File: src/rtl/uc_secuenciador_pkg.sv
// Shared types and constants for the microcontroller control unit.
// State encoding, opcode map and the control-line bundle.
package uc_pkg;

    typedef enum logic [2:0] {
        ST_IDLE,
        ST_RUN,
        ST_HALTED,
        ST_RESTART,
        ST_FAULT
    } state_t;

    localparam logic [5:0] OP_J    = 6'b010000;
    localparam logic [5:0] OP_JZ   = 6'b010001;
    localparam logic [5:0] OP_JNZ  = 6'b010010;
    localparam logic [5:0] OP_NOP  = 6'b010011;
    localparam logic [5:0] OP_HALT = 6'b011111;

    localparam logic [3:0] PFX_LI   = 4'b0000;
    localparam logic [3:0] PFX_ADDI = 4'b0001;

    localparam logic [2:0] ALU_PASSB = 3'b000;
    localparam logic [2:0] ALU_ADD   = 3'b010;

    typedef struct packed {
        logic       s_inc;
        logic       s_inm;
        logic       we3;
        logic       wez;
        logic [2:0] alu_op;
    } ctrl_t;

    localparam ctrl_t CTRL_DEF = '{
        s_inc:  1'b1,
        s_inm:  1'b0,
        we3:    1'b0,
        wez:    1'b0,
        alu_op: ALU_PASSB
    };

endpackage

File: src/rtl/uc_secuenciador_if.sv
// Control bus between the sequencer and the single-cycle datapath.
// master = control unit, slave = datapath.
interface uc_secuenciador_if;

    logic [5:0] opcode;
    logic       zero;
    logic       s_inc;
    logic       s_inm;
    logic       we3;
    logic       wez;
    logic [2:0] ALUOp;
    logic       dp_reset;

    modport master (
        input  opcode,
        input  zero,
        output s_inc,
        output s_inm,
        output we3,
        output wez,
        output ALUOp,
        output dp_reset
    );

    modport slave (
        output opcode,
        output zero,
        input  s_inc,
        input  s_inm,
        input  we3,
        input  wez,
        input  ALUOp,
        input  dp_reset
    );

endinterface

File: src/rtl/uc_decoder.sv
// Combinational opcode decoder: control lines plus legality flags.
// Illegal opcodes leave every control at its safe default.
module uc_decoder
    import uc_pkg::*;
(
    input  logic [5:0] opcode,
    input  logic       zero,
    output ctrl_t      ctrl,
    output logic       legal,
    output logic       is_halt
);

    always_comb begin
        ctrl    = CTRL_DEF;
        legal   = 1'b0;
        is_halt = 1'b0;
        unique case (1'b1)
            opcode[5]: begin
                ctrl.alu_op = opcode[4:2];
                ctrl.we3    = 1'b1;
                ctrl.wez    = 1'b1;
                legal       = 1'b1;
            end
            (opcode[5:2] == PFX_LI): begin
                ctrl.alu_op = ALU_PASSB;
                ctrl.s_inm  = 1'b1;
                ctrl.we3    = 1'b1;
                legal       = 1'b1;
            end
            (opcode[5:2] == PFX_ADDI): begin
                ctrl.alu_op = ALU_ADD;
                ctrl.s_inm  = 1'b1;
                ctrl.we3    = 1'b1;
                ctrl.wez    = 1'b1;
                legal       = 1'b1;
            end
            (opcode == OP_J): begin
                ctrl.s_inc = 1'b0;
                legal      = 1'b1;
            end
            (opcode == OP_JZ): begin
                ctrl.s_inc = ~zero;
                legal      = 1'b1;
            end
            (opcode == OP_JNZ): begin
                ctrl.s_inc = zero;
                legal      = 1'b1;
            end
            (opcode == OP_NOP): begin
                legal = 1'b1;
            end
            (opcode == OP_HALT): begin
                // PC self-loops on the HALT address
                ctrl.s_inc = 1'b0;
                legal      = 1'b1;
                is_halt    = 1'b1;
            end
            default: begin
            end
        endcase
    end

endmodule

File: src/rtl/uc_secuenciador.sv
// Control unit and run sequencer: FSM, retired-instruction counter
// and gating of the decoded datapath controls.
module uc_secuenciador
    import uc_pkg::*;
(
    input  logic                       clk,
    input  logic                       reset,
    input  logic                       start,
    uc_secuenciador_if.master          dp,
    output logic                       busy,
    output logic                       done,
    output logic                       fault,
    output logic [15:0]                instr_count
);

    state_t state_q;
    state_t state_d;
    ctrl_t  dec_ctrl;
    ctrl_t  ctrl;
    logic   legal;
    logic   is_halt;
    logic   start_ok;
    logic   retire;

    uc_decoder u_dec (
        .opcode  (dp.opcode),
        .zero    (dp.zero),
        .ctrl    (dec_ctrl),
        .legal   (legal),
        .is_halt (is_halt)
    );

    always_ff @(posedge clk or posedge reset) begin
        if (reset) begin
            state_q <= ST_IDLE;
        end else begin
            state_q <= state_d;
        end
    end

    always_comb begin
        state_d = state_q;
        unique case (state_q)
            ST_IDLE:    if (start) state_d = ST_RUN;
            ST_RUN: begin
                if (is_halt)     state_d = ST_HALTED;
                else if (!legal) state_d = ST_FAULT;
            end
            ST_HALTED:  if (start) state_d = ST_RESTART;
            ST_RESTART: state_d = ST_RUN;
            ST_FAULT:   if (start) state_d = ST_RUN;
            default:    state_d = ST_IDLE;
        endcase
    end

    assign start_ok = start &&
        (state_q == ST_IDLE || state_q == ST_HALTED ||
         state_q == ST_FAULT);
    assign retire = (state_q == ST_RUN) && legal && !is_halt;

    always_ff @(posedge clk or posedge reset) begin
        if (reset) begin
            instr_count <= 16'd0;
        end else if (start_ok) begin
            instr_count <= 16'd0;
        end else if (retire && instr_count != 16'hFFFF) begin
            instr_count <= instr_count + 16'd1;
        end
    end

    // Decoded controls only reach the datapath while running
    always_comb begin
        ctrl = CTRL_DEF;
        if (state_q == ST_RUN) begin
            ctrl = dec_ctrl;
        end else if (state_q == ST_HALTED) begin
            ctrl.s_inc = 1'b0;
        end
    end

    assign dp.s_inc    = ctrl.s_inc;
    assign dp.s_inm    = ctrl.s_inm;
    assign dp.we3      = ctrl.we3;
    assign dp.wez      = ctrl.wez;
    assign dp.ALUOp    = ctrl.alu_op;
    assign dp.dp_reset = reset ||
        state_q == ST_IDLE || state_q == ST_RESTART ||
        state_q == ST_FAULT;

    assign busy  = (state_q == ST_RUN) || (state_q == ST_RESTART);
    assign done  = (state_q == ST_HALTED);
    assign fault = (state_q == ST_FAULT);

endmodule

File: src/flat_wrapper.sv
// flat-port wrapper written by rule: the top's interface ports become plain ports
module uc_secuenciador_flat import uc_pkg::*;
  (clk, reset, start, busy, done, fault, instr_count, dp_opcode, dp_zero, dp_s_inc, dp_s_inm, dp_we3, dp_wez, dp_ALUOp, dp_dp_reset);
  uc_secuenciador_if dp_i ();
  input  logic clk;
  input  logic reset;
  input  logic start;
  output logic busy;
  output logic done;
  output logic fault;
  output logic [15:0] instr_count;
  input wire logic [$bits(dp_i.opcode)-1:0] dp_opcode;
  input wire logic [$bits(dp_i.zero)-1:0] dp_zero;
  output wire logic [$bits(dp_i.s_inc)-1:0] dp_s_inc;
  output wire logic [$bits(dp_i.s_inm)-1:0] dp_s_inm;
  output wire logic [$bits(dp_i.we3)-1:0] dp_we3;
  output wire logic [$bits(dp_i.wez)-1:0] dp_wez;
  output wire logic [$bits(dp_i.ALUOp)-1:0] dp_ALUOp;
  output wire logic [$bits(dp_i.dp_reset)-1:0] dp_dp_reset;
  assign dp_i.opcode = dp_opcode;
  assign dp_i.zero = dp_zero;
  assign dp_s_inc = dp_i.s_inc;
  assign dp_s_inm = dp_i.s_inm;
  assign dp_we3 = dp_i.we3;
  assign dp_wez = dp_i.wez;
  assign dp_ALUOp = dp_i.ALUOp;
  assign dp_dp_reset = dp_i.dp_reset;
  uc_secuenciador u_core (.clk(clk), .reset(reset), .start(start), .dp(dp_i), .busy(busy), .done(done), .fault(fault), .instr_count(instr_count));
endmodule
File: config.mk
export PLATFORM = sky130hd
export DESIGN_NAME = uc_secuenciador_flat
export DESIGN_NICKNAME = d
export VERILOG_FILES = /design/src/rtl/uc_secuenciador_pkg.sv /design/src/rtl/uc_secuenciador_if.sv /design/src/rtl/uc_decoder.sv /design/src/rtl/uc_secuenciador.sv /design/src/flat_wrapper.sv
export SDC_FILE = /design/constraint.sdc
export NUM_CORES = 1
export LEC_CHECK = 0
export CORE_AREA = 3 3 50 86
export DETAILED_ROUTE_END_ITERATION = 8
export DIE_AREA = 0 0 53 89
export GPL_TIMING_DRIVEN = 0
export MAX_ROUTING_LAYER = met4
export RECOVER_POWER = 25
export SKIP_LAST_GASP = 1
export SLEW_MARGIN = 40
export SYNTH_ARGS = -nofsm -noshare
export SYNTH_HDL_FRONTEND = slang
export SYNTH_SLANG_ARGS = --single-unit
export TNS_END_PERCENT = 1
File: constraint.sdc
create_clock -name clk -period 3.25 [get_ports clk]
set_input_delay 0.325 -clock clk [delete_from_list [all_inputs] [get_ports clk]]
set_output_delay 0.325 -clock clk [all_outputs]
set_load 0.1 [all_outputs]
==> results of run 1 <==
[synthesized netlist by cell type (2+ instances only)]
cell type,instances,share of area
nor3b_1,2,0.012
nor2b_1,2,0.010
and3_1,3,0.015
or4_1,8,0.048
mux2i_1,4,0.032
a31oi_1,2,0.010
nand4_1,6,0.030
o211a_1,2,0.016
o31ai_1,8,0.048
clkbuf_1,3,0.0091
dfrtp_1,19,0.38
nand3_1,4,0.016
and4_1,3,0.021
nor3_1,4,0.016
nand2_1,11,0.033
o21ai_0,5,0.020
a21o_1,2,0.012
and2_1,3,0.015
inv_1,4,0.012
a21oi_1,14,0.056
nand2b_1,2,0.010
nor2_1,9,0.027
[power by group through the flow]
stage / Clock [W] / Sequential [W] / Combinational (W)
after global placement: 0 / 0.000303 / 0.000616
after CTS: 0.000171 / 0.000300 / 0.000582
after global routing: 0.000181 / 0.000307 / 0.000607
after detailed placement: 0 / 0.000305 / 0.000582
final: 0.000166 / 0.000300 / 0.000577
after floorplan: 0 / 0.000410 / 0.000371
[flip-flops by register name, indices dropped and copies added, names as in the netlist]
signal	cells
u_core.state_q	3
u_core.instr_count	16
[final cells by class]
class,count,area share
multi-input combinational,111,0.466
sequential,19,0.304
timing repair buffer,35,0.137
tap,46,0.0367
clock buffer,3,0.0264
buffer,5,0.0176
inverter,4,0.00958
clock inverter,1,0.00319
[worst min path at each step]
stage,end,cells after the start
finish,u_core.instr_count[3],2
global route,u_core.instr_count[6],2
CTS,u_core.instr_count[2],1
detailed placement,u_core.instr_count[2],1
global placement,u_core.instr_count[2],1
floorplan,u_core.instr_count[0],1
[per-layer routing]
metal,GRT usage,wire length (um),share of wire,vias up
met3,0.0184,161,0.046,4
li1,-,-,-,617
met1,0.197,1450,0.41,629
met4,0.0512,42,0.012,0
met5,-,0,0,-
met2,0.310,1880,0.53,34
[stage by stage]
step | std cells | power [W] | hold slack (ns) | setup WS (ns) | area [um2]
4_1_cts | 224 | 0.00105 | 0.555 | 0.939 | 1570
3_5_place_dp | 220 | 0.000887 | 0.548 | 0.891 | 1520
3_3_place_gp | 220 | 0.000920 | 0.549 | 0.487 | 1660
5_1_grt | 224 | 0.00110 | 0.603 | 0.640 | 1570
6_report | 224 | 0.00104 | 0.557 | 0.914 | 1570
2_1_floorplan | 139 | 0.000780 | 0.276 | -0.0586 | 1250
[worst max-delay path: stages, from the launching register on]
cell	delay (ns)
dfrtp_1	0.45
nand4_1	0.25
nor4_2	0.54
clkbuf_1	0.40
buf_2	0.32
o21ai_0	0.13
a21oi_1	0.17
[cell families after synthesis]
| family | Yosys count | synth area share |
|---|---|---|
| compound gates | 41 | 0.225 |
| fa+ha+maj | 1 | 0.0101 |
| buf+inv | 9 | 0.0342 |
| flops | 19 | 0.383 |
| mux | 5 | 0.0413 |
| simple gates | 64 | 0.307 |
==> impl_metrics.json, run 1 <==
{
  "tightest_slew_ns": 0.753,
  "hold_buffers": 0,
  "pwr-share-seq": 0.288,
  "hold_path.class": "in -> async",
  "syn2layout_area_growth_pct": 26.1,
  "die-area_mm2": 0.00472,
  "insertion_delay_ns": 0.26,
  "wl_um": 3530,
  "synth_warnings": 0,
  "synth_cell_types": 41,
  "fillers": 377,
  "start_util": 0.339,
  "synth-seq-cells": 19,
  "cts_sinks": 19,
  "cap_violations": 0,
  "finalCriticalPeriod_ns": 2.34,
  "p_per_area_mw_per_mm2": 665,
  "final_cell_mix": "buf_2 (28), dfrtp_1 (19), a21oi_1 (14)",
  "startpoint_type": "register",
  "ir_worst_vdd_mv": 0.352,
  "r2r-end": "u_core.instr_count[1]",
  "grt_overflow": 0,
  "synth_area_mm2": 0.00124,
  "timing.final.setup_violations": 0,
  "avgSynthCellArea_um2": 8.94,
  "die_h_um": 89,
  "final_common_cell": "buf_2",
  "reg2reg_slack_ns": 0.91,
  "htreeDepth": 1,
  "slew_viol_final": 0,
  "setup_tns_ns": 0,
  "arrival_ns": 2.52,
  "drtPass1Iterations": 4,
  "gr-usage-all-layers": 0.173,
  "cts_resized": 0,
  "worstReg2RegStart": "u_core.instr_count[3]",
  "die_width_um": 53,
  "clk_pin_slew_ns": 0.08,
  "cts_tree": "yes",
  "wl_per_cell_um": 15.8,
  "ios": 37,
  "fp-row-count": 29,
  "intPower_w": 0.000463,
  "synth_ff_type": "dfrtp_1",
  "combinationalPowerShare": 0.553,
  "finalHoldViolations": 0,
  "syn_inst": 139,
  "post_cts_buffers": 0,
  "rr_worst_depth": 6,
  "antenna_found_initial": 0,
  "syn-num-nets": 150,
  "final_nets": 190,
  "route.detailed.drc": 0,
  "hpwl_um": 2670,
  "period_share": 0.719,
  "gp_congestion": 0.832,
  "grt_start_max_net_pins": 20,
  "port_buffers": 35,
  "diodes": 0,
  "grt_pass1_wl_um": 6090,
  "async_flop_share": 1.00,
  "layout-drive-gt1-share": 0.219,
  "grt_pass1_vias": 1290,
  "startpoint": "u_core.instr_count[3]",
  "leakage_nw": 0.699,
  "max_slew_margin": 0.496,
  "endpoint_kind": "register",
  "vias": 1284,
  "crit_path_max_fanout": 10,
  "crit_end": "u_core.instr_count[1]",
  "numCtsBuffers": 3,
  "status": "complete, no violations",
  "yosysSeqAreaShare": 0.383,
  "crit_type": "reg -> reg",
  "fmax_mhz": 428,
  "final_util": 0.427,
  "cts_root_buffer": "clkbuf_8",
  "ff_latch_area_um2": 475,
  "clk_path_buf_depth": 2,
  "rsz0062_at_grt": "false",
  "p_sw_frac": 0.555,
  "switchingPower_w": 0.000579,
  "core-area_mm2": 0.00366,
  "drt-vias-per-instance": 5.73,
  "required_ns": 3.43,
  "synth_edf_count": 0,
  "multiInputGateArea_um2": 729,
  "skew_ns": 0.00762,
  "dr.first_iter.drc_count": 21,
  "p_clk_frac": 0.159,
  "ant_nets": 0
}
(Power assumes the default switching activity.)
==> run 2: changes to the inputs <==
- clock period: 3.25 -> 2.2 ns (I/O delays scaled with it)
==> run 2 against run 1 <==
Against the previous run:
- first-iteration DRC count up 81%
- hold slack worse by 0.092 ns
- non-clock buffer count up 1
- core utilization up 1.4 points
- count of clock-buffer cells in the layout unchanged
- setup slack worse by 0.83 ns
- clock power up 52%
- sequential power up 50%
- register-to-register slack worse by 0.83 ns
- design area up 3.4%
==> impl_metrics.json, run 2 (synthesis gave the netlist of run 1 again) <==
{
  "layout-drive-gt1-share": 0.251,
  "hold_path.class": "in -> async",
  "ir_worst_vdd_mv": 0.528,
  "p_sw_frac": 0.558,
  "route.detailed.drc": 0,
  "htreeDepth": 1,
  "rsz0062_at_grt": "true",
  "largest_reg_flops": 16,
  "pwr-share-seq": 0.289,
  "final_util": 0.442,
  "crit_path_max_fanout": 9,
  "numCtsBuffers": 3,
  "grt_pass1_vias": 1239,
  "combinationalPowerShare": 0.549,
  "die_width_um": 53,
  "p_clk_frac": 0.162,
  "status": "complete, no violations",
  "leakage_nw": 0.725,
  "cts_tree": "yes",
  "syn2layout_area_growth_pct": 30.3,
  "crit_path_max_incr_delay_ns": 0.51,
  "drtPass1Iterations": 4,
  "place_inst": 220,
  "cts_sinks": 19,
  "fillers": 382,
  "finalCriticalPeriod_ns": 2.12,
  "startpoint_type": "register",
  "final_cell_mix": "buf_2 (28), dfrtp_1 (19), a21oi_1 (14)",
  "hold_buffers": 0,
  "timing.final.setup_violations": 0,
  "layout.cells.non_filler": 225,
  "cap_violations": 0,
  "ant_nets": 0,
  "insertion_delay_ns": 0.26,
  "drt-vias-per-instance": 5.74,
  "endpoint_kind": "register",
  "tightest_slew_ns": 0.712,
  "final_nets": 191,
  "grt_overflow": 0,
  "slew_viol_final": 0,
  "fp-row-count": 29,
  "wl_per_cell_um": 15.5,
  "ios": 37,
  "arrival_ns": 2.30,
  "p_per_area_mw_per_mm2": 964,
  "finalHoldViolations": 0,
  "antenna_found_initial": 0,
  "port_buffers": 35,
  "crit_type": "reg -> reg",
  "core-area_mm2": 0.00366,
  "die_h_um": 89,
  "hold_slack_ns": 0.466,
  "power_w": 0.00156,
  "start_util": 0.339,
  "clk_pin_slew_ns": 0.08,
  "cpMaxStageDelayCell": "dfrtp_1",
  "worstPathCellList": "or3b_1, buf_6, a211o_4, or4_1, a21oi_1",
  "top_register": "u_core.instr_count",
  "required_ns": 2.39,
  "period_share": 0.963,
  "gp_congestion": 0.781,
  "reg2reg_slack_ns": 0.08,
  "vias": 1292,
  "die-area_mm2": 0.00472,
  "fmax_mhz": 472,
  "final_common_cell": "buf_2",
  "max_slew_margin": 0.523,
  "skew_ns": 0.00482,
  "grt_start_max_net_pins": 20,
  "wl_um": 3500,
  "switchingPower_w": 0.000871,
  "clk_path_buf_depth": 2,
  "hpwl_um": 2600,
  "grt_pass1_wl_um": 5730,
  "diodes": 0,
  "setup_tns_ns": 0,
  "gr-usage-all-layers": 0.163,
  "dr.first_iter.drc_count": 38,
  "reg.largest.list": "u_core.instr_count (16), u_core.state_q (3)",
  "cts_root_buffer": "clkbuf_8",
  "intPower_w": 0.000689
}
[run 2: path summary, 6_finish.rpt]
path	start	endpoint	cells after the start
max reg2reg	u_core.state_q[0]	u_core.instr_count[10]	5
min reg2reg	u_core.instr_count[8]	u_core.instr_count[8]	1
max in group asynchronous	reset	u_core.instr_count[14]	2
min	reset	u_core.instr_count[7]	2
max	u_core.state_q[0]	u_core.instr_count[10]	5
min in group clk	dp_opcode[5]	u_core.state_q[1]	3
[run 2: area by class of cell]
cell class / count / area, um2 / area share
Sequential cell: 19 / 475 / 0.294
Timing Repair Buffer: 36 / 223 / 0.138
Clock buffer: 3 / 41.3 / 0.0255
Inverter: 4 / 15.0 / 0.00927
Multi-Input combinational cell: 111 / 764 / 0.472
Tap cell: 46 / 57.6 / 0.0355
Buffer: 5 / 35.0 / 0.0216
Clock inverter: 1 / 7.51 / 0.00464
[run 2: per-layer routing]
| metal | vias up | track usage | part of all wire | routed length, um |
|---|---|---|---|---|
| met5 | - | - | 0 | 0 |
| met1 | 632 | 0.186 | 0.42 | 1460 |
| met3 | 4 | 0.0167 | 0.047 | 164 |
| met2 | 36 | 0.295 | 0.53 | 1840 |
| li1 | 620 | - | - | - |
| met4 | 0 | 0.0419 | 0.010 | 36 |
[run 2: metrics by stage]
| stage | cell area, um2 | setup slack [ns] |
|---|---|---|
| floorplan | 1270 | -0.370 |
| CTS | 1600 | 0.0200 |
| global placement | 1680 | -0.366 |
| detailed placement | 1540 | -0.161 |
| global route | 1620 | -0.0507 |
| finish | 1620 | 0.0810 |
[run 2: worst max-delay path, delay by kind of cell, from the launching register on]
kind	cells	cell delay [ns]
AND/OR/NAND/NOR	2	0.88
AO/OA/AOI/OAI	2	0.52
buffers and inverters	1	0.15
flip-flops	1	0.51
[run 2: timing repair]
action                                  4_1_cts  5_1_grt
buffers inserted                              0        1
gates resized for setup                       2        5
endpoints found under the setup margin       10       11
pin swaps                                     0        2
[run 2: power by group through the flow]
stage	combinational [W]	sequential, W	clock [W]
after floorplan	0.000555	0.000610	0
after detailed placement	0.000863	0.000457	0
after CTS	0.000864	0.000450	0.000259
after global routing	0.000903	0.000458	0.000279
final	0.000857	0.000450	0.000253
after global placement	0.000913	0.000457	0
==> run 3: changes to the inputs <==
- CORE_AREA: 3 3 50 86 -> 2 2 49 85
- DIE_AREA: 0 0 53 89 -> 0 0 51 87
- SKIP_LAST_GASP: 1 -> not set
==> run 3 against run 2 <==
Against the previous run:
- count of clock-buffer cells in the layout is the same
- design area increased by 0.31%
- register-to-register slack is essentially flat
- clock power is 4% lower
- die area shrank 5.9%
- clock skew fell by 0.0033 ns
- sequential power about the same
- critical endpoint unchanged
==> impl_metrics.json, run 3 (synthesis gave the netlist of run 1 again) <==
{
  "cpMaxStageDelayCell": "dfrtp_1",
  "core-area_mm2": 0.00379,
  "grt_pass1_vias": 1249,
  "place_area_mm2": 0.00154,
  "start_util": 0.328,
  "gr-usage-all-layers": 0.176,
  "fmax_mhz": 474,
  "layout-drive-gt1-share": 0.254,
  "arrival_ns": 2.29,
  "period_share": 0.959,
  "diodes": 0,
  "cp_top_family": "simple AND/OR/NAND/NOR gates",
  "hold_buffers": 0,
  "p_clk_frac": 0.157,
  "timing.final.setup_violations": 0,
  "hold_slack_ns": 0.470,
  "rsz0062_at_grt": "false",
  "routed.top_layer": "met4",
  "grt_start_max_net_pins": 20,
  "tightest_slew_ns": 0.709,
  "startpoint_type": "register",
  "clk_path_buf_depth": 2,
  "grt_overflow": 0,
  "wl_um": 3610,
  "worstPathCellList": "or3b_1, buf_6, a211o_4, or4_1, a21oi_1",
  "die_width_um": 51,
  "htreeDepth": 1,
  "final_cell_mix": "buf_2 (28), dfrtp_1 (19), a21oi_1 (14)",
  "p_sw_frac": 0.558,
  "hpwl_um": 2740,
  "hold_path.class": "in -> async",
  "cts_root_buffer": "clkbuf_8",
  "p_per_area_mw_per_mm2": 957,
  "crit_path_max_incr_delay_ns": 0.49,
  "reg.largest.list": "u_core.instr_count (16), u_core.state_q (3)",
  "die-area_mm2": 0.00444,
  "crit_path_max_fanout": 9,
  "slew_viol_final": 0,
  "numCtsBuffers": 3,
  "cap_violations": 0,
  "largest_reg_flops": 16,
  "final_cell_area_mm2": 0.00162,
  "cp_num_buf_inv": 1,
  "die_h_um": 87,
  "vias": 1326,
  "met1_length_um": 1470,
  "port_buffers": 35,
  "insertion_delay_ns": 0.25,
  "endpoint_kind": "register",
  "cts_sinks": 19,
  "dr.first_iter.drc_count": 31,
  "switchingPower_w": 0.000867,
  "gp_congestion": 0.781,
  "ir_worst_vdd_mv": 0.525,
  "fp-row-count": 30,
  "max_slew_margin": 0.524,
  "drtPass1Iterations": 4,
  "route.detailed.drc": 0,
  "antenna_found_initial": 0,
  "final_common_cell": "buf_2",
  "required_ns": 2.38,
  "routed-wl-met3_um": 187,
  "top_register": "u_core.instr_count",
  "final_nets": 193,
  "syn2layout_area_growth_pct": 30.7,
  "wl_per_cell_um": 15.8,
  "finalHoldViolations": 0,
  "ant_nets": 0,
  "combinationalPowerShare": 0.554,
  "met2_length_um": 1930,
  "drt-vias-per-instance": 5.79,
  "status": "complete, no violations",
  "clk_pin_slew_ns": 0.07,
  "intPower_w": 0.000687,
  "cts_tree": "yes",
  "skew_ns": 0.00152,
  "grt_pass1_wl_um": 6020,
  "leakage_nw": 0.736,
  "crit_type": "reg -> reg",
  "ios": 37,
  "pwr-share-seq": 0.289,
  "finalCriticalPeriod_ns": 2.11
}
-- run 3: cell types whose count changed in the layout (fill, tap and decap cells not counted) --
cell,delta
nor4b_2,-1
clkinvlp_4,-1
nor4b_1,+1
clkbuf_4,+1
buf_6,-1
buf_4,+2
clkinv_2,+1
-- run 3: through the flow --
stage	setup TNS, ns	setup slack [ns]	utilization	total power, W	std cells
3_5_place_dp	-0.944	-0.113	0.407	0.00132	222
3_3_place_gp	-2.43	-0.374	0.443	0.00137	222
6_report	0	0.0909	0.428	0.00155	229
5_1_grt	0	0.0143	0.428	0.00164	229
2_1_floorplan	-5.29	-0.370	-	0.00117	139
4_1_cts	0	0.0650	0.422	0.00157	226
-- run 3: worst paths after layout --
path,startpoint,to,slack [ns],cells past startpoint
min,reset,u_core.state_q[0],0.47,2
max in group asynchronous,reset,u_core.instr_count[5],1.39,2
min reg2reg,u_core.instr_count[2],u_core.instr_count[2],0.57,1
max,u_core.state_q[2],u_core.instr_count[10],0.09,5
min in group clk,dp_opcode[5],u_core.state_q[1],0.54,3
max reg2reg,u_core.state_q[2],u_core.instr_count[10],0.09,5
-- run 3: power groups by stage --
stage	Combinational (W)	Sequential, W	Clock [W]
2_1_floorplan	0.000555	0.000610	0
3_3_place_gp	0.000920	0.000452	0
3_5_place_dp	0.000869	0.000455	0
4_1_cts	0.000870	0.000449	0.000250
5_1_grt	0.000906	0.000458	0.000271
6_report	0.000861	0.000449	0.000244
-- run 3: cell type report --
type                    count  area [um2]
plain buffers               5        33.8
clock buffers               3        41.3
clock inverters             1        5.00
fillers                   375        2170
inverters                   4        15.0
multi-input cells         111         758
flip-flops and latches     19         475
well taps                  48        60.1
repair buffers             38         235
-- run 3: worst register-to-register path, stage by stage (launching register included) --
cell	delay [ns]
dfrtp_1	0.49
or3b_1	0.41
buf_6	0.15
a211o_4	0.36
or4_1	0.48
a21oi_1	0.15
-- run 3: routing by layer --
metal | vias to the layer above | GRT usage
li1 | 625 | -
met1 | 649 | 0.204
met4 | 0 | 0.0369
met2 | 48 | 0.322
met3 | 4 | 0.0155
met5 | - | -
-- run 3: repair_timing --
action | CTS | global route
resized for setup | 2 | 4
pin swaps | 0 | 1
endpoints found under the setup margin | 10 | 9
buffers inserted | 0 | 2
cloned | 0 | 0
